$ cat config.mk
export PLATFORM = sky130hd
export DESIGN_NAME = regfile_mp_flat
export DESIGN_NICKNAME = d
export VERILOG_FILES = /design/src/rtl/regfile_pkg.sv /design/src/rtl/regfile_mp_if.sv /design/src/rtl/regfile_scoreboard.sv /design/src/rtl/regfile_mp.sv /design/src/flat_wrapper.sv
export SDC_FILE = /design/constraint.sdc
export NUM_CORES = 2
export LEC_CHECK = 0
export CAP_MARGIN = 25
export CORE_AREA = 4 4 398 400
export CTS_CLUSTER_DIAMETER = 80
export DETAILED_ROUTE_END_ITERATION = 7
export DIE_AREA = 0 0 402 404
export GPL_TIMING_DRIVEN = 1
export PLACE_DENSITY = 0.74
export SYNTH_ARGS = -nofsm -noshare
export SYNTH_HDL_FRONTEND = slang
export SYNTH_SLANG_ARGS = --single-unit
$ cat constraint.sdc
create_clock -name clk -period 54.9 [get_ports clk]
set_input_delay 8.235 -clock clk [delete_from_list [all_inputs] [get_ports clk]]
set_output_delay 8.235 -clock clk [all_outputs]
set_load 0.01 [all_outputs]
$ cat src/rtl/regfile_pkg.sv
// regfile_pkg: shared defaults and sweep FSM state type for the multi-port register file.
package regfile_pkg;
    localparam int XLEN_DEF  = 32;
    localparam int NREGS_DEF = 32;
    typedef enum logic {ST_IDLE, ST_SWEEP} state_t;
endpackage

$ cat src/rtl/regfile_mp_if.sv
// regfile_mp_if: decode/writeback-facing bus of the register file (master = core, slave = regfile).
interface regfile_mp_if #(
    parameter int XLEN  = regfile_pkg::XLEN_DEF,
    parameter int NREGS = regfile_pkg::NREGS_DEF
);
    localparam int AW = $clog2(NREGS);
    logic            we0;
    logic [AW-1:0]   waddr0;
    logic [XLEN-1:0] wdata0;
    logic            we1;
    logic [AW-1:0]   waddr1;
    logic [XLEN-1:0] wdata1;
    logic [AW-1:0]   raddr_a;
    logic [XLEN-1:0] rdata_a;
    logic            busy_a;
    logic [AW-1:0]   raddr_b;
    logic [XLEN-1:0] rdata_b;
    logic            busy_b;
    logic            sb_set;
    logic [AW-1:0]   sb_addr;
    logic            clr_req;
    logic            clr_busy;
    logic [AW-1:0]   dbg_addr;
    logic [XLEN-1:0] dbg_data;
    modport master (
        output we0, waddr0, wdata0, we1, waddr1, wdata1, raddr_a, raddr_b,
               sb_set, sb_addr, clr_req, dbg_addr,
        input  rdata_a, busy_a, rdata_b, busy_b, clr_busy, dbg_data
    );
    modport slave (
        input  we0, waddr0, wdata0, we1, waddr1, wdata1, raddr_a, raddr_b,
               sb_set, sb_addr, clr_req, dbg_addr,
        output rdata_a, busy_a, rdata_b, busy_b, clr_busy, dbg_data
    );
endinterface

$ cat src/rtl/regfile_scoreboard.sv
// regfile_scoreboard: per-register busy bits; set beats clear, sweep clears one entry per cycle.
module regfile_scoreboard #(
    parameter int NREGS = 32,
    localparam int AW = $clog2(NREGS)
) (
    input  logic          clk,
    input  logic          rst,
    input  logic          set,
    input  logic [AW-1:0] set_addr,
    input  logic          clr0,
    input  logic [AW-1:0] clr0_addr,
    input  logic          clr1,
    input  logic [AW-1:0] clr1_addr,
    input  logic          sweep,
    input  logic [AW-1:0] sweep_idx,
    input  logic [AW-1:0] raddr_a,
    input  logic [AW-1:0] raddr_b,
    output logic          busy_a,
    output logic          busy_b
);
    localparam logic [AW:0] NREGS_W = (AW+1)'(NREGS);
    logic [NREGS-1:0] busy_q, busy_d;
    always_comb begin
        busy_d = busy_q;
        if (clr0) busy_d[clr0_addr] = 1'b0;
        if (clr1) busy_d[clr1_addr] = 1'b0;
        if (sweep) busy_d[sweep_idx] = 1'b0;
        if (set) busy_d[set_addr] = 1'b1;
    end
    always_ff @(posedge clk or posedge rst) begin
        if (rst) busy_q <= '0;
        else busy_q <= busy_d;
    end
    assign busy_a = ({1'b0, raddr_a} < NREGS_W) && busy_q[raddr_a];
    assign busy_b = ({1'b0, raddr_b} < NREGS_W) && busy_q[raddr_b];
endmodule

$ cat src/rtl/regfile_mp.sv
// regfile_mp: 2W/2R register file with scoreboard, clear sweep and registered debug port.
// Optional same-cycle write-to-read forwarding under `define REGFILE_BYPASS_EN.
module regfile_mp import regfile_pkg::*; #(
    parameter int XLEN  = XLEN_DEF,
    parameter int NREGS = NREGS_DEF
) (
    input logic         clk,
    input logic         rst,
    regfile_mp_if.slave bus
);
    localparam int AW = $clog2(NREGS);
    localparam logic [AW:0]   NREGS_W = (AW+1)'(NREGS);
    localparam logic [AW-1:0] LAST    = AW'(NREGS - 1);

    function automatic logic in_range(input logic [AW-1:0] a);
        return {1'b0, a} < NREGS_W;
    endfunction

    function automatic logic wr_ok(input logic [AW-1:0] a);
        return a != '0 && in_range(a);
    endfunction

    state_t          state_q;
    logic [AW-1:0]   idx_q;
    logic            clr_busy_q;
    logic [XLEN-1:0] regs_q [NREGS];
    logic [XLEN-1:0] regs_d [NREGS];
    logic [XLEN-1:0] dbg_data_q, dbg_data_d;
    logic            sweep, w0_ok, w1_ok, sb_busy_a, sb_busy_b;
    logic [XLEN-1:0] rd_a, rd_b;

    assign sweep = state_q == ST_SWEEP;
    assign w0_ok = bus.we0 && wr_ok(bus.waddr0) && !sweep;
    assign w1_ok = bus.we1 && wr_ok(bus.waddr1) && !sweep;

    // Port 1 is applied last so it wins a same-address collision.
    always_comb begin
        regs_d = regs_q;
        if (w0_ok) regs_d[bus.waddr0] = bus.wdata0;
        if (w1_ok) regs_d[bus.waddr1] = bus.wdata1;
        if (sweep) regs_d[idx_q] = '0;
        regs_d[0] = '0;
    end

    assign dbg_data_d = in_range(bus.dbg_addr) ? regs_q[bus.dbg_addr] : '0;

    always_ff @(posedge clk or posedge rst) begin
        if (rst) begin
            regs_q     <= '{default: '0};
            dbg_data_q <= '0;
        end else begin
            regs_q     <= regs_d;
            dbg_data_q <= dbg_data_d;
        end
    end

    always_ff @(posedge clk or posedge rst) begin
        if (rst) begin
            state_q    <= ST_IDLE;
            idx_q      <= AW'(1);
            clr_busy_q <= 1'b0;
        end else if (state_q == ST_IDLE) begin
            if (bus.clr_req) begin
                state_q    <= ST_SWEEP;
                idx_q      <= AW'(1);
                clr_busy_q <= 1'b1;
            end
        end else if (idx_q == LAST) begin
            state_q    <= ST_IDLE;
            idx_q      <= AW'(1);
            clr_busy_q <= 1'b0;
        end else begin
            idx_q <= idx_q + AW'(1);
        end
    end

    regfile_scoreboard #(.NREGS(NREGS)) u_sb (
        .clk       (clk),
        .rst       (rst),
        .set       (bus.sb_set && wr_ok(bus.sb_addr) && !sweep),
        .set_addr  (bus.sb_addr),
        .clr0      (w0_ok),
        .clr0_addr (bus.waddr0),
        .clr1      (w1_ok),
        .clr1_addr (bus.waddr1),
        .sweep     (sweep),
        .sweep_idx (idx_q),
        .raddr_a   (bus.raddr_a),
        .raddr_b   (bus.raddr_b),
        .busy_a    (sb_busy_a),
        .busy_b    (sb_busy_b)
    );

    assign rd_a = in_range(bus.raddr_a) ? regs_q[bus.raddr_a] : '0;
    assign rd_b = in_range(bus.raddr_b) ? regs_q[bus.raddr_b] : '0;

`ifdef REGFILE_BYPASS_EN
    logic byp_a0, byp_a1, byp_b0, byp_b1;
    assign byp_a0 = w0_ok && bus.waddr0 == bus.raddr_a;
    assign byp_a1 = w1_ok && bus.waddr1 == bus.raddr_a;
    assign byp_b0 = w0_ok && bus.waddr0 == bus.raddr_b;
    assign byp_b1 = w1_ok && bus.waddr1 == bus.raddr_b;
    assign bus.rdata_a = byp_a1 ? bus.wdata1 : byp_a0 ? bus.wdata0 : rd_a;
    assign bus.rdata_b = byp_b1 ? bus.wdata1 : byp_b0 ? bus.wdata0 : rd_b;
    assign bus.busy_a  = sb_busy_a && !(byp_a0 || byp_a1);
    assign bus.busy_b  = sb_busy_b && !(byp_b0 || byp_b1);
`else
    assign bus.rdata_a = rd_a;
    assign bus.rdata_b = rd_b;
    assign bus.busy_a  = sb_busy_a;
    assign bus.busy_b  = sb_busy_b;
`endif

    assign bus.clr_busy = clr_busy_q;
    assign bus.dbg_data = dbg_data_q;
endmodule

$ cat src/flat_wrapper.sv
// flat-port wrapper written by rule: the top's interface ports become plain ports
module regfile_mp_flat import regfile_pkg::*;
#(
    parameter int XLEN  = XLEN_DEF,
    parameter int NREGS = NREGS_DEF
)
  (clk, rst, bus_we0, bus_waddr0, bus_wdata0, bus_we1, bus_waddr1, bus_wdata1, bus_raddr_a, bus_raddr_b, bus_sb_set, bus_sb_addr, bus_clr_req, bus_dbg_addr, bus_rdata_a, bus_busy_a, bus_rdata_b, bus_busy_b, bus_clr_busy, bus_dbg_data);
  regfile_mp_if #(.XLEN(XLEN), .NREGS(NREGS)) bus_i ();
  input logic clk;
  input logic rst;
  input wire logic [$bits(bus_i.we0)-1:0] bus_we0;
  input wire logic [$bits(bus_i.waddr0)-1:0] bus_waddr0;
  input wire logic [$bits(bus_i.wdata0)-1:0] bus_wdata0;
  input wire logic [$bits(bus_i.we1)-1:0] bus_we1;
  input wire logic [$bits(bus_i.waddr1)-1:0] bus_waddr1;
  input wire logic [$bits(bus_i.wdata1)-1:0] bus_wdata1;
  input wire logic [$bits(bus_i.raddr_a)-1:0] bus_raddr_a;
  input wire logic [$bits(bus_i.raddr_b)-1:0] bus_raddr_b;
  input wire logic [$bits(bus_i.sb_set)-1:0] bus_sb_set;
  input wire logic [$bits(bus_i.sb_addr)-1:0] bus_sb_addr;
  input wire logic [$bits(bus_i.clr_req)-1:0] bus_clr_req;
  input wire logic [$bits(bus_i.dbg_addr)-1:0] bus_dbg_addr;
  output wire logic [$bits(bus_i.rdata_a)-1:0] bus_rdata_a;
  output wire logic [$bits(bus_i.busy_a)-1:0] bus_busy_a;
  output wire logic [$bits(bus_i.rdata_b)-1:0] bus_rdata_b;
  output wire logic [$bits(bus_i.busy_b)-1:0] bus_busy_b;
  output wire logic [$bits(bus_i.clr_busy)-1:0] bus_clr_busy;
  output wire logic [$bits(bus_i.dbg_data)-1:0] bus_dbg_data;
  assign bus_i.we0 = bus_we0;
  assign bus_i.waddr0 = bus_waddr0;
  assign bus_i.wdata0 = bus_wdata0;
  assign bus_i.we1 = bus_we1;
  assign bus_i.waddr1 = bus_waddr1;
  assign bus_i.wdata1 = bus_wdata1;
  assign bus_i.raddr_a = bus_raddr_a;
  assign bus_i.raddr_b = bus_raddr_b;
  assign bus_i.sb_set = bus_sb_set;
  assign bus_i.sb_addr = bus_sb_addr;
  assign bus_i.clr_req = bus_clr_req;
  assign bus_i.dbg_addr = bus_dbg_addr;
  assign bus_rdata_a = bus_i.rdata_a;
  assign bus_busy_a = bus_i.busy_a;
  assign bus_rdata_b = bus_i.rdata_b;
  assign bus_busy_b = bus_i.busy_b;
  assign bus_clr_busy = bus_i.clr_busy;
  assign bus_dbg_data = bus_i.dbg_data;
  regfile_mp #(.XLEN(XLEN), .NREGS(NREGS)) u_core (.clk(clk), .rst(rst), .bus(bus_i));
endmodule
==> summary.md <==
| Metric | Value |
|---|---|
| Post-cts resize count | `0` |
| F_max | `between 0.04 and 0.05 GHz` |
| Endpoints failing setup | `0` |
| Syn nets | `a little over 7,000` |
| Period utilization | `between 30 and 40%` |
| M1 GR Usage | `47.43%` |
| CP Data Required Time | `46.67 ns` |
| Post-synth EDFFs | `0` |
| Setup crit end kind | `primary output` |
| Vias in the first global route | `68,040` |
| Final hold violations | `0` |
| I/O Buffers | `between 150 and 200` |
| Synth cell types | `48` |
| Total Wirelength | `~330 mm` |
| # rows | `about 150` |
| Area grow syn2layout | `9.644%` |
| First-pass GRT wire length | `477.9 mm` |
| Status | `finished with violations` |
| Post CTS Setup Buffer Count | `0` |
| RD Place Congestion | `around 0.97` |
| Met2 Use GR | `a little over half` |
| Antenna violations before repair | `34` |
| FFs w/ async S/R, synth | `between 90% and 100%` |
| Fin crit period | `approximately 22 ns` |
| Commonest non-fill, non-tap cell in the layout | `mux2i_1` |
| Total negative slack | `0 ns` |
| Most frequent cells in the layout | `mux2i_1 (1,280), dfrtp_1 (1,062), nor2_1 (997)` |
| Max Cap Viol | `0` |
| Rel. slew slack | `between 10 and 15%` |
| Clock Pin Slew Worst Setup and Hold Paths | `~0.06 ns` |
| Worst Hold Depth | `1` |
| DRC viols | `24` |
| Lkg Pwr | `around 36 nW` |
| Mapped cell area | `77,110 µm²` |
| Min-Delay Path Class | `reg -> reg` |
| Fin nets | `6,726` |
| Finished Cell Area | `84,550 µm²` |
| H-tree depth | `3` |
| Critical Path Start Type | `primary input` |
| Clk_skew | `approximately 0.016 ns` |
| Die W | `roughly 400 µm` |
| Critical path arrival | `~14 ns` |
| CTS buffer count | `~110` |
| Seq/Total Area, Yosys | `approximately 34%` |
| Layout cells sized above 1 | `20.41%` |
| DP Wirelength | `between 150 and 200 mm` |
| CTS sink count | `roughly 1,100` |
| Max rail drop VDD | `a little under 30 µV` |
| Pre-antenna DRT Iters | `8` |
| Gate Count Post-Synth | `roughly 7,000` |
| Drt via density | `around 8.0` |
| CTS root buf | `clkbuf_16` |
| Final ANT Viol Nets | `0` |
| Placed Area | `80,110 µm²` |
| Final slew viol count | `0` |
| Die height | `404 µm` |
| Starting Density | `~50%` |
| Final worst slack | `approximately 33 ns` |
| Synth warn | `0` |
| Register-to-Register Path Depth | `6` |
| IO Count | `199` |
| Worst-skew pair later-pin latency | `approximately 0.8 ns` |
| Gr busiest metal | `met2` |
| Violated checks | `design-rule violations` |
| Primary FF master, synth | `dfrtp_1` |
| CTS tree | `yes` |
| Vias | `70,060` |
| Tot GR Track Use | `approximately two fifths` |
| Power density cells | `43.93 nW/µm²` |
| Full die area | `about 160,000 µm²` |
| Drt initial violations | `around 13,000` |
| CTS max path bufs | `3` |
| Crit Path Class | `in -> out` |
| Critical Path Fanout Max | `74` |
| Hold-fix buffers, CTS | `0` |
| Syn avg cell area | `approximately 11 µm²` |
| Pin count of the biggest net entering global routing | `151` |
| Unrepaired setup endpoints after global routing | `no` |
| Worst-margin pin slew | `about 1.3 ns` |
| Grt ovf | `0` |
| Met3 GRT Util | `~22%` |
| #FFs+latches synth | `1,063` |
| Area of the core | `155,300 µm²` |
| WL/cell | `between 30 and 40 µm` |
| Pre-CTS WS | `between 30 and 40 ns` |
where the power goes:
part           switching, mW  total (mW)  internal, mW
Sequential             0.349        1.46          1.11
Combinational          0.656        1.42         0.768
Clock                  0.354       0.833         0.479
registers in the layout, indices dropped and copies added, names as in the netlist:
| register | count |
|---|---|
| u_core.regs_q | 992 |
| u_core.bus.dbg_data | 32 |
| u_core.u_sb.busy_q | 32 |
| u_core.idx_q | 5 |
| u_core.bus.clr_busy | 1 |
| u_core.state_q | 1 |
cells in the mapped netlist, types with 12 or more instances:
| cell type | number | share of area (%) |
|---|---|---|
| a211oi_2 | 116 | 1.9 |
| mux4_2 | 596 | 17 |
| clkbuf_1 | 621 | 3.0 |
| nand4b_1 | 15 | 0.17 |
| mux2_2 | 98 | 1.4 |
| and2_1 | 108 | 0.88 |
| buf_6 | 12 | 0.18 |
| a22o_1 | 288 | 3.3 |
| nand3b_1 | 22 | 0.21 |
| buf_4 | 47 | 0.46 |
| a211oi_1 | 972 | 9.5 |
| buf_2 | 182 | 1.2 |
| o22ai_1 | 111 | 0.90 |
| o31ai_1 | 98 | 0.95 |
| nand3_1 | 37 | 0.24 |
| nor2b_1 | 21 | 0.17 |
| o21ai_1 | 100 | 0.65 |
| buf_1 | 84 | 0.41 |
| mux2i_1 | 1280 | 17 |
| dfrtp_1 | 1062 | 34 |
| nor2_1 | 1022 | 5.0 |
| nor2_2 | 12 | 0.097 |
| nand2_1 | 33 | 0.16 |
final cells by class:
| class | instances | area (µm²) |
|---|---|---|
| Clock buffer | 170 | 3385 |
| Inverter | 10 | 45.04 |
| Tap cell | 2058 | 2575 |
| Clock inverter | 38 | 514.2 |
| Fill cell | 12850 | 70750 |
| Antenna cell | 23 | 57.56 |
| Timing Repair Buffer | 439 | 4257 |
| Multi-Input combinational cell | 4994 | 47120 |
| Sequential cell | 1063 | 26600 |
kinds of logic (layout without fill, tap and decap cells):
group | count (synthesis) | count (layout) | synth area share, %
simple gates | 1311 | 1311 | 7.399
flops | 1063 | 1063 | 34.50
buf+inv | 956 | 657 | 5.294
xor+xnor | 2 | 2 | 0.02272
fa+ha+maj | 5 | 5 | 0.08113
other cells | 0 | 23 | 0
compound gates | 1702 | 1702 | 17.25
mux | 1974 | 1974 | 35.45
per-stage QoR:
| step | instances | total power [mW] | hold slack (ns) | util, % |
|---|---|---|---|---|
| after floorplan | 7013 | 2.354 | 0.4706 | - |
| after global placement | 8533 | 2.718 | 0.4993 | 51.45 |
| after detailed placement | 8541 | 2.790 | 0.5088 | 51.59 |
| after CTS | 8749 | 3.617 | 0.5224 | 54.10 |
| after global routing | 8774 | 3.828 | 0.5526 | 54.41 |
| final | 8795 | 3.714 | 0.5235 | 54.44 |
metal layers:
metal	wire, µm	vias to the layer above
li1	-	26300
met3	61740	2274
met2	133000	7362
met4	31390	30
met1	108300	34090
met5	271	-
path summary, 6_finish.rpt:
check                                    start             endpoint  slack, ns
setup / recovery                bus_raddr_a[0]      bus_rdata_a[26]      32.98
hold / removal             u_core.bus.clr_busy  u_core.bus.clr_busy       0.52
setup reg to reg                u_core.state_q   u_core.regs_q[356]      51.52
hold reg to reg            u_core.bus.clr_busy  u_core.bus.clr_busy       0.52
max in group asynchronous                  rst   u_core.regs_q[135]      43.10
min in group asynchronous                  rst   u_core.regs_q[535]       8.04
critical path, cell delays in order:
cell and delay, ns:
buf_8 0.70, buf_4 0.84, buf_4 0.80, buf_4 0.79, mux2i_1 0.20, o22ai_1 0.21, a211oi_1 0.08, o31ai_1 0.99
clkdlybuf4s50_1 0.71
(Power assumes the default switching activity.)
